<file path="src/rtl/addsub_stage_pkg.sv">
`default_nettype none
// ============================================================================
//  Module   : addsub_stage_pkg
//  Brief    : Shared op encodings, FSM state type and helpers for addsub_stage.
//  Revision : 1.0 - initial release
// ============================================================================
package addsub_stage_pkg;

    localparam logic [1:0] OP_ADD     = 2'b00;
    localparam logic [1:0] OP_SUB     = 2'b01;
    localparam logic [1:0] OP_ACC_ADD = 2'b10;
    localparam logic [1:0] OP_ACC_SUB = 2'b11;

    typedef enum logic [1:0] {
        ST_IDLE = 2'd0,
        ST_EXEC = 2'd1,
        ST_HOLD = 2'd2
    } state_t;

    // Accumulating ops take operand A from the running accumulator.
    function automatic logic is_acc_op(input logic [1:0] op);
        return (op == OP_ACC_ADD) || (op == OP_ACC_SUB);
    endfunction

endpackage : addsub_stage_pkg
`default_nettype wire

</file>
<file path="src/rtl/addsub_stage_if.sv">
`default_nettype none
// ============================================================================
//  Module   : addsub_stage_if
//  Brief    : Request/result handshake bundle for addsub_stage.
//  Revision : 1.0 - initial release
// ============================================================================
interface addsub_stage_if #(
    parameter int WIDTH = 3
);
    logic             in_valid;
    logic             in_ready;
    logic [1:0]       in_op;
    logic [WIDTH-1:0] in_a;
    logic [WIDTH-1:0] in_b;
    logic             acc_clr;
    logic             out_valid;
    logic             out_ready;
    logic [WIDTH-1:0] out_sum;
    logic             out_carry;
    logic             out_zero;
    logic             out_neg;
    logic             out_ovf;

    modport slave (
        input  in_valid, in_op, in_a, in_b, acc_clr, out_ready,
        output in_ready, out_valid, out_sum, out_carry, out_zero, out_neg, out_ovf
    );

    modport master (
        output in_valid, in_op, in_a, in_b, acc_clr, out_ready,
        input  in_ready, out_valid, out_sum, out_carry, out_zero, out_neg, out_ovf
    );
endinterface : addsub_stage_if
`default_nettype wire

</file>
<file path="src/rtl/addsub_core.sv">
`default_nettype none
// ============================================================================
//  Module   : addsub_core
//  Brief    : Combinational WIDTH-bit ripple add/subtract (mode=1 -> a-b).
//  Revision : 1.0 - initial release
// ============================================================================
module addsub_core #(
    parameter int WIDTH = 3
) (
    input  wire logic [WIDTH-1:0] a,
    input  wire logic [WIDTH-1:0] b,
    input  wire logic             mode,
    output logic      [WIDTH-1:0] sum,
    output logic                  carry_out,
    output logic                  carry_msb
);
    logic [WIDTH:0] w_c;

    assign w_c[0] = mode;

    generate
        for (genvar i = 0; i < WIDTH; i++) begin : g_bit
            logic w_bx;
            assign w_bx       = b[i] ^ mode;
            assign sum[i]     = a[i] ^ w_bx ^ w_c[i];
            assign w_c[i+1]   = (a[i] & w_bx) | (a[i] & w_c[i]) | (w_bx & w_c[i]);
        end
    endgenerate

    assign carry_out = w_c[WIDTH];
    assign carry_msb = w_c[WIDTH-1];

endmodule : addsub_core
`default_nettype wire

</file>
<file path="src/rtl/addsub_stage.sv">
`default_nettype none
// ============================================================================
//  Module   : addsub_stage
//  Brief    : Issue/capture stage around addsub_core with running accumulator.
//             Status flags are built only when ADDSUB_FLAGS_EN is defined.
//  Revision : 1.0 - initial release
// ============================================================================
module addsub_stage
    import addsub_stage_pkg::*;
#(
    parameter int WIDTH = 3
) (
    input  wire logic      clk,
    input  wire logic      rst,
    addsub_stage_if.slave  bus
);
    state_t           r_state;
    logic             r_in_ready;
    logic             r_out_valid;
    logic [1:0]       r_op;
    logic [WIDTH-1:0] r_a;
    logic [WIDTH-1:0] r_b;
    logic [WIDTH-1:0] r_acc;
    logic [WIDTH-1:0] r_sum;
    logic             r_carry;

    logic [WIDTH-1:0] w_dp_a;
    logic [WIDTH-1:0] w_sum;
    logic             w_carry_out;
    logic             w_carry_msb;

    assign w_dp_a = is_acc_op(r_op) ? r_acc : r_a;

    addsub_core #(.WIDTH(WIDTH)) u_core (
        .a         (w_dp_a),
        .b         (r_b),
        .mode      (r_op[0]),
        .sum       (w_sum),
        .carry_out (w_carry_out),
        .carry_msb (w_carry_msb)
    );

    always_ff @(posedge clk) begin
        if (rst) begin
            r_state     <= ST_IDLE;
            r_in_ready  <= 1'b1;
            r_out_valid <= 1'b0;
            r_op        <= OP_ADD;
            r_a         <= '0;
            r_b         <= '0;
            r_acc       <= '0;
            r_sum       <= '0;
            r_carry     <= 1'b0;
        end else begin
            case (r_state)
                ST_IDLE: begin
                    if (bus.in_valid) begin
                        r_op       <= bus.in_op;
                        r_a        <= bus.in_a;
                        r_b        <= bus.in_b;
                        r_in_ready <= 1'b0;
                        r_state    <= ST_EXEC;
                    end
                end
                ST_EXEC: begin
                    r_sum       <= w_sum;
                    r_carry     <= w_carry_out;
                    r_acc       <= w_sum;
                    r_out_valid <= 1'b1;
                    r_state     <= ST_HOLD;
                end
                ST_HOLD: begin
                    if (bus.out_ready) begin
                        r_out_valid <= 1'b0;
                        r_in_ready  <= 1'b1;
                        r_state     <= ST_IDLE;
                    end
                end
                default: begin
                    r_out_valid <= 1'b0;
                    r_in_ready  <= 1'b1;
                    r_state     <= ST_IDLE;
                end
            endcase
            // Placed last so a clear overrides the EXEC accumulator write.
            if (bus.acc_clr) begin
                r_acc <= '0;
            end
        end
    end

    assign bus.in_ready  = r_in_ready;
    assign bus.out_valid = r_out_valid;
    assign bus.out_sum   = r_sum;
    assign bus.out_carry = r_carry;

`ifdef ADDSUB_FLAGS_EN
    logic r_zero;
    logic r_neg;
    logic r_ovf;

    always_ff @(posedge clk) begin
        if (rst) begin
            r_zero <= 1'b0;
            r_neg  <= 1'b0;
            r_ovf  <= 1'b0;
        end else if (r_state == ST_EXEC) begin
            r_zero <= (w_sum == '0);
            r_neg  <= w_sum[WIDTH-1];
            r_ovf  <= w_carry_msb ^ w_carry_out;
        end
    end

    assign bus.out_zero = r_zero;
    assign bus.out_neg  = r_neg;
    assign bus.out_ovf  = r_ovf;
`else
    logic w_unused_carry_msb;
    assign w_unused_carry_msb = w_carry_msb;

    assign bus.out_zero = 1'b0;
    assign bus.out_neg  = 1'b0;
    assign bus.out_ovf  = 1'b0;
`endif

endmodule : addsub_stage
`default_nettype wire

</file>
<file path="src/flat_wrapper.sv">
// flat-port wrapper written by rule: the top's interface ports become plain ports
module addsub_stage_flat import addsub_stage_pkg::*;
#(
    parameter int WIDTH = 3
)
  (clk, rst, bus_in_valid, bus_in_op, bus_in_a, bus_in_b, bus_acc_clr, bus_out_ready, bus_in_ready, bus_out_valid, bus_out_sum, bus_out_carry, bus_out_zero, bus_out_neg, bus_out_ovf);
  addsub_stage_if #(.WIDTH(WIDTH)) bus_i ();
  input  wire logic clk;
  input  wire logic rst;
  input wire logic [$bits(bus_i.in_valid)-1:0] bus_in_valid;
  input wire logic [$bits(bus_i.in_op)-1:0] bus_in_op;
  input wire logic [$bits(bus_i.in_a)-1:0] bus_in_a;
  input wire logic [$bits(bus_i.in_b)-1:0] bus_in_b;
  input wire logic [$bits(bus_i.acc_clr)-1:0] bus_acc_clr;
  input wire logic [$bits(bus_i.out_ready)-1:0] bus_out_ready;
  output wire logic [$bits(bus_i.in_ready)-1:0] bus_in_ready;
  output wire logic [$bits(bus_i.out_valid)-1:0] bus_out_valid;
  output wire logic [$bits(bus_i.out_sum)-1:0] bus_out_sum;
  output wire logic [$bits(bus_i.out_carry)-1:0] bus_out_carry;
  output wire logic [$bits(bus_i.out_zero)-1:0] bus_out_zero;
  output wire logic [$bits(bus_i.out_neg)-1:0] bus_out_neg;
  output wire logic [$bits(bus_i.out_ovf)-1:0] bus_out_ovf;
  assign bus_i.in_valid = bus_in_valid;
  assign bus_i.in_op = bus_in_op;
  assign bus_i.in_a = bus_in_a;
  assign bus_i.in_b = bus_in_b;
  assign bus_i.acc_clr = bus_acc_clr;
  assign bus_i.out_ready = bus_out_ready;
  assign bus_in_ready = bus_i.in_ready;
  assign bus_out_valid = bus_i.out_valid;
  assign bus_out_sum = bus_i.out_sum;
  assign bus_out_carry = bus_i.out_carry;
  assign bus_out_zero = bus_i.out_zero;
  assign bus_out_neg = bus_i.out_neg;
  assign bus_out_ovf = bus_i.out_ovf;
  addsub_stage #(.WIDTH(WIDTH)) u_core (.clk(clk), .rst(rst), .bus(bus_i));
endmodule
</file>
<file path="config.mk">
export PLATFORM = sky130hd
export DESIGN_NAME = addsub_stage_flat
export DESIGN_NICKNAME = d
export VERILOG_FILES = /design/src/rtl/addsub_stage_pkg.sv /design/src/rtl/addsub_stage_if.sv /design/src/rtl/addsub_core.sv /design/src/rtl/addsub_stage.sv /design/src/flat_wrapper.sv
export SDC_FILE = /design/constraint.sdc
export NUM_CORES = 1
export LEC_CHECK = 0
export ABC_CLOCK_PERIOD_IN_PS = 3650
export CORE_ASPECT_RATIO = 0.75
export CORE_UTILIZATION = 35
export CTS_CLUSTER_SIZE = 16
export DETAILED_ROUTE_END_ITERATION = 10
export PLACE_DENSITY = 0.58
export SKIP_CTS_REPAIR_TIMING = 1
export SYNTH_ARGS = -nofsm -noshare
export SYNTH_HDL_FRONTEND = slang
export SYNTH_SLANG_ARGS = --single-unit
export TNS_END_PERCENT = 50
</file>
<file path="constraint.sdc">
create_clock -name clk -period 3.65 [get_ports clk]
set_input_delay 0.5475 -clock clk [delete_from_list [all_inputs] [get_ports clk]]
set_output_delay 0.5475 -clock clk [all_outputs]
set_load 0.02 [all_outputs]
</file>
==> impl_results.md, run 1 <==
* VDD IR max at 0.201 mV
* Worst Tran Pin Value at between 0.8 and 0.9 ns
* Placer Congestion at just under 0.7
* Yosys top cell by area: dfxtp_1
* Asr flop ratio synth at 0%
* Switch Pwr at ~110 uW
* First-pass GRT wire length at roughly 2.5 mm
* Area of the mapped netlist at approximately 870 um^2
* R2R setup slack at 1.61 ns
* Clock Path Buffers at 2
* Worst hold path type: reg -> reg
* NumNets Final at between 100 and 150
* Pre-CTS setup slack at between 1 and 1.5 ns
* CP max-delay cell: fa_1
* Kind of critical path: reg -> reg
* # IOs at 22
* Pwr per Cell Area at 395 mW/mm^2
* CP Launch Type: flop
* Lkg Pwr at ~0.41 nW
* Largest fanout on the critical path at 4
* Sequential power share at about 55%
* Register area share after synthesis at approximately 44%
* Netlist cell types at 29
* Clock share of power at 25.4%
* Most common cell after layout, fill and taps aside: dfxtp_1
* Clk sinks at 19
* Max Fclk at a little under 500 MHz
* Vias at 620
* P_int at a little over 300 uW
* Initial antenna violation count at 0
* Flops & latches, synth at 19
* WP data arrival at 2.25 ns
* DP Wirelength at 1.11 mm
* Switching portion of total power at between 20 and 30%
* Cts bufs inserted at 3
* Setup WS post-layout at 1.61 ns
* Synthesis-to-finish area growth at 22.5%
* Mean area per synthesized cell at 9.85 um^2
* Average routed wire per standard cell at around 11 um
* Largest net degree at the start of global routing at 20
* Final Slew Violations at 0
* Initial core utilization at a little under two fifths
* Slew headroom at around 44%
* Max incr delay on CP at 0.48 ns
* Worst clock skew at 0.00660 ns
* Final Cell Area at between 0.001 and 0.0015 mm^2
* 1st-pass router iterations at 3
* Crit end category: flop
* Die width at 59.5 um
* Vias in the first global route at approximately 570
* Yosys synthesis warning count at 0
* Max Cap Violations at 0
* Top cell type's share of synthesized area at 43.9%
* Core Area at roughly 0.0023 mm^2
* RSZ-0062 raised after global routing: false
* Synth area leaders: dfxtp_1 44%, mux2i_1 13%, nor2_1 5.6%, fa_1 4.6%, buf_4 3.5%
* Critical Path RT at a little under 4 ns
* Tmin final at 2.04 ns
* Post-synth EDFFs at 0
* Iter 0 DRT Violations at 6
* Crit-path leading delay family: adder cells
* Overall power at ~420 uW
* Worst-skew pair later-pin latency at 0.30 ns
* Final antenna-violating net count at 0
* Commonest non-fill, non-tap cells in the layout: 19 x dfxtp_1, 18 x clkdlybuf4s50_1, 13 x nor2_1
* Final Hold Viols at 0
* Cell Rows at 15
* Layout cells sized above 1 at 8.65%
* All-layer global routing usage at around 14%
* Placed cell areas at about 0.0010 mm^2
* DRT Wirelength at around 1.5 mm
* Final TNS setup at 0 ns
* CP bufs+invs at 1
* Die Ht at ~45 um
* Root Buffer Master: clkbuf_4
* Logic pwr share at 19.5%
* Final setup viols at 0
* Gr ovfl total at 0
* CTS H-tree lvls at 1
* # diodes at 0
* CP Cell Sequence: mux2i_1, nand2_1, o21ai_0, fa_1, inv_1, fa_1, nand2_1, a211oi_1
* # DRC at 0
* Port buffer count at 18
* Status: completed
* Synth Flop Type: dfxtp_1
* Via density per instance at between 4 and 5
* Final Cycle Share at between 50% and 60%
* Synthesized instance count at 88
* Clock tree from TritonCTS: done
* Die area at about 0.0027 mm^2
* Reg clk slew, reported paths at around 0.11 ns
==> worst paths after layout <==
path | startpoint | to | cells past startpoint
worst min-delay path | u_core.bus.out_sum[0] | u_core.bus.out_sum[0] | 2
worst max register to register | u_core.r_op[1] | u_core.r_acc[2] | 8
worst max-delay path | u_core.r_op[1] | u_core.r_acc[2] | 8
worst min register to register | u_core.bus.out_sum[0] | u_core.bus.out_sum[0] | 2
==> synth_stat cells, types with 2 or more instances <==
master and count:
fa_1 2, dfxtp_1 19, mux2i_1 11, a211oi_1 3, nor2_1 13, nor3_1 2, buf_6 2, a21oi_1 5
buf_4 4, nand2_1 8
==> worst reg2reg max path, delay by kind of cell (launching register included) <==
kind / cells / cell delay (ns)
muxes: 1 / 0.30
AOI/OAI and AO/OA: 2 / 0.30
adders and majority gates: 2 / 0.69
buffers and inverters: 1 / 0.06
DFF: 1 / 0.45
and+or+nand+nor: 2 / 0.15
==> flip-flops by register name (all words and copies together) (netlist names) <==
signal,cells
u_core.r_a,3
u_core.bus.out_valid,1
u_core.r_b,3
u_core.bus.out_carry,1
u_core.r_acc,3
u_core.r_state,2
u_core.bus.in_ready,1
u_core.bus.out_sum,3
u_core.r_op,2
==> layout make-up <==
cell class / instances / area [um^2]
fill: 247 / 1260
multi-input combinational: 62 / 429
sequential: 19 / 380
timing repair buffer: 18 / 180
tap: 34 / 42.5
clock buffer: 4 / 26.3
inverter: 1 / 3.75
==> power groups by stage <==
stage | registers (mW) | logic (mW) | clock network (mW)
2_1_floorplan | 0.237 | 0.0559 | 0
3_3_place_gp | 0.236 | 0.0811 | 0
3_5_place_dp | 0.236 | 0.0823 | 0
4_1_cts | 0.231 | 0.0828 | 0.110
5_1_grt | 0.233 | 0.0899 | 0.120
6_report | 0.231 | 0.0819 | 0.106
==> per-stage QoR <==
stage / hold slack (ns) / utilization [%] / cells
floorplan: 0.433 / - / 90
global placement: 0.450 / 44.5 / 134
detailed placement: 0.452 / 44.5 / 134
CTS: 0.471 / 45.6 / 138
global route: 0.491 / 45.6 / 138
finish: 0.465 / 45.6 / 138
==> logic make-up (layout without fill, tap and decap cells) <==
| group | after synthesis | after routing | synth area share (%) |
|---|---|---|---|
| other cells | 1 | 3 | 0.432 |
| simple gates | 32 | 32 | 18.9 |
| compound gates | 11 | 11 | 8.66 |
| buf+inv | 9 | 23 | 7.50 |
| flops | 19 | 19 | 43.9 |
| xor+xnor | 2 | 2 | 2.02 |
| fa+ha+maj | 2 | 2 | 4.62 |
| mux | 12 | 12 | 14.0 |
==> metal layers <==
metal  GRT usage, %  share of wire, %
met1           17.7                54
met2           20.7                40
met3           4.30               4.0
met4           5.71               1.8
met5              0                 0
Note: power is estimated with default switching activity, not from simulation.
==> inputs of run 2 (changes only) <==
Settings changed: ABC_CLOCK_PERIOD_IN_PS 3650 to 1900.
Clock period 3.65 ns to 1.9 ns, I/O delays scaled along.
==> run 2 against run 1 <==
  * Utilization is 2.0 points higher
  * Largest power group unchanged
  * Maximum frequency is 11% higher
  * Sequential cell count stayed put
==> impl_results.md, run 2 (synthesized netlist as in run 1, its figures left out) <==
* Pre-CTS setup slack at -0.0115 ns (-1.46 ns)
* Max Fclk at 543 MHz (+11%)
* Pwr per Cell Area at 737 mW/mm^2 (+87%)
* Inst Count DP at 137 (+2.2%)
* Clock share of power at 25.0% (-0.4 points)
* Largest net degree at the start of global routing at 20 (unchanged)
* CTS H-tree lvls at 1 (unchanged)
* Final Slew Violations at 0 (unchanged)
* Synthesis-to-finish area growth at 28.0%
* Commonest non-fill, non-tap cells in the layout: 18 x clkdlybuf4s50_1, 18 x dfxtp_1, 13 x nor2_1
* Placed cell areas at 0.00106 mm^2 (+2.2%)
* Clock tree from TritonCTS: done
* Layout cells sized above 1 at 17.6% (+8.9 points)
* Initial antenna violation count at 0 (unchanged)
* Initial core utilization at 37.3% (unchanged)
* Switch Pwr at 223 uW (+95%)
* Final setup viols at 0 (unchanged)
* # diodes at 0 (unchanged)
* Max Cap Violations at 0 (unchanged)
* Vias in the first global route at 562 (-1.7%)
* Worst clock skew at 0.00682 ns (+0.000228 ns)
* NumNets Final at 124 (+3.3%)
* Logic pwr share at 20.7% (+1.2 points)
* Average routed wire per standard cell at 10.9 um (-2.4%)
* Status: completed
* Cell Rows at 15 (unchanged)
* # DRC at 0 (unchanged)
* Cts bufs inserted at 3 (unchanged)
* Worst-skew pair later-pin latency at 0.30 ns (about the same)
* Root Buffer Master: clkbuf_4
* VDD IR max at 0.408 mV (+100%)
* Largest fanout on the critical path at 4 (unchanged)
* # IOs at 22 (unchanged)
* Sequential power share at 54.3% (-0.8 points)
* DRT Wirelength at 1.54 mm (+0.39%)
* Placer Congestion at 0.742 (+7.0%)
* Final Cell Area at 0.00111 mm^2 (+4.5%)
* Kind of critical path: reg -> reg
* Port buffer count at 18 (unchanged)
* Die area at 0.00268 mm^2 (unchanged)
* Critical Path RT at 2.12 ns (-1.74 ns)
* Iter 0 DRT Violations at 11 (+5)
* Core Area at 0.00233 mm^2 (unchanged)
* First-pass GRT wire length at 2.66 mm (+4.6%)
* CP Launch Type: flop
* Reg clk slew, reported paths at 0.11 ns (about the same)
* Finished Layout Cells at 142 (+2.9%)
* Gr ovfl total at 0 (unchanged)
* Final Hold Viols at 0 (unchanged)
* Crit end category: flop
* Worst hold path type: reg -> reg
* Tmin final at 1.84 ns (-0.200 ns)
* Overall power at 818 uW (+95%)
* Via density per instance at 4.42 (-1.6%)
* Switching portion of total power at 27.3% (about the same)
* Clock Path Buffers at 2 (unchanged)
* Die width at 59.5 um (unchanged)
* Clk sinks at 19 (unchanged)
* Vias at 628 (+1.3%)
* RSZ-0062 raised after global routing: true
* Setup WS post-layout at 0.0599 ns (-1.55 ns)
* Lkg Pwr at 0.433 nW (+4.7%)
* Utilization after layout at 47.7% (+2.0 points)
* 1st-pass router iterations at 5 (+2)
* WP data arrival at 2.06 ns (-0.19 ns)
* P_int at 595 uW (+95%)
* Final Cycle Share at 96.8% (+41 points)
* Die Ht at 45.1 um (unchanged)
* All-layer global routing usage at 13.8% (+0.30 points)
* Final antenna-violating net count at 0 (unchanged)
run 2: stage by stage:
step / hold slack [ns] / TNS (ns)
3_3_place_gp: 0.452 / 0
3_5_place_dp: 0.450 / -0.0115
5_1_grt: 0.488 / -0.0624
2_1_floorplan: 0.354 / 0
4_1_cts: 0.470 / -0.0444
6_report: 0.467 / 0
run 2: path summary, 6_finish.rpt:
kind	from	end	slack, ns	depth (start not counted)
setup / recovery	u_core.r_op[1]	u_core.r_acc[2]	0.06	8
hold / removal	u_core.bus.out_carry	u_core.bus.out_carry	0.47	2
setup reg to reg	u_core.r_op[1]	u_core.r_acc[2]	0.06	8
hold reg to reg	u_core.bus.out_carry	u_core.bus.out_carry	0.47	2
run 2: worst max-delay path, cell delays in order, from the launching register on:
cell and delay (ns):
dfxtp_4 0.39, mux2i_1 0.23, nand2_1 0.09, o21ai_2 0.08
fa_2 0.22, inv_2 0.04, fa_1 0.48, nand2_2 0.06
a211oi_2 0.18
run 2: final cells by class:
type | instances | area [um^2]
multi-input combinational | 62 | 443
fill | 242 | 1220
timing repair buffer | 22 | 210
clock buffer | 4 | 26.3
inverter | 1 | 3.75
tap | 34 | 42.5
sequential | 19 | 384
run 2: power groups by stage:
stage          combinational, mW  clock (mW)  sequential [mW]
6_report                   0.169       0.204            0.444
5_1_grt                    0.188       0.234            0.448
4_1_cts                    0.163       0.213            0.444
3_5_place_dp               0.162           0            0.453
3_3_place_gp               0.161           0            0.453
2_1_floorplan              0.107           0            0.455
run 2: metal layers:
| metal | wire [um] | track usage (%) |
|---|---|---|
| met5 | 0 | 0 |
| met4 | 12 | 2.86 |
| met3 | 46 | 6.02 |
| met2 | 650 | 17.1 |
| met1 | 831 | 21.4 |
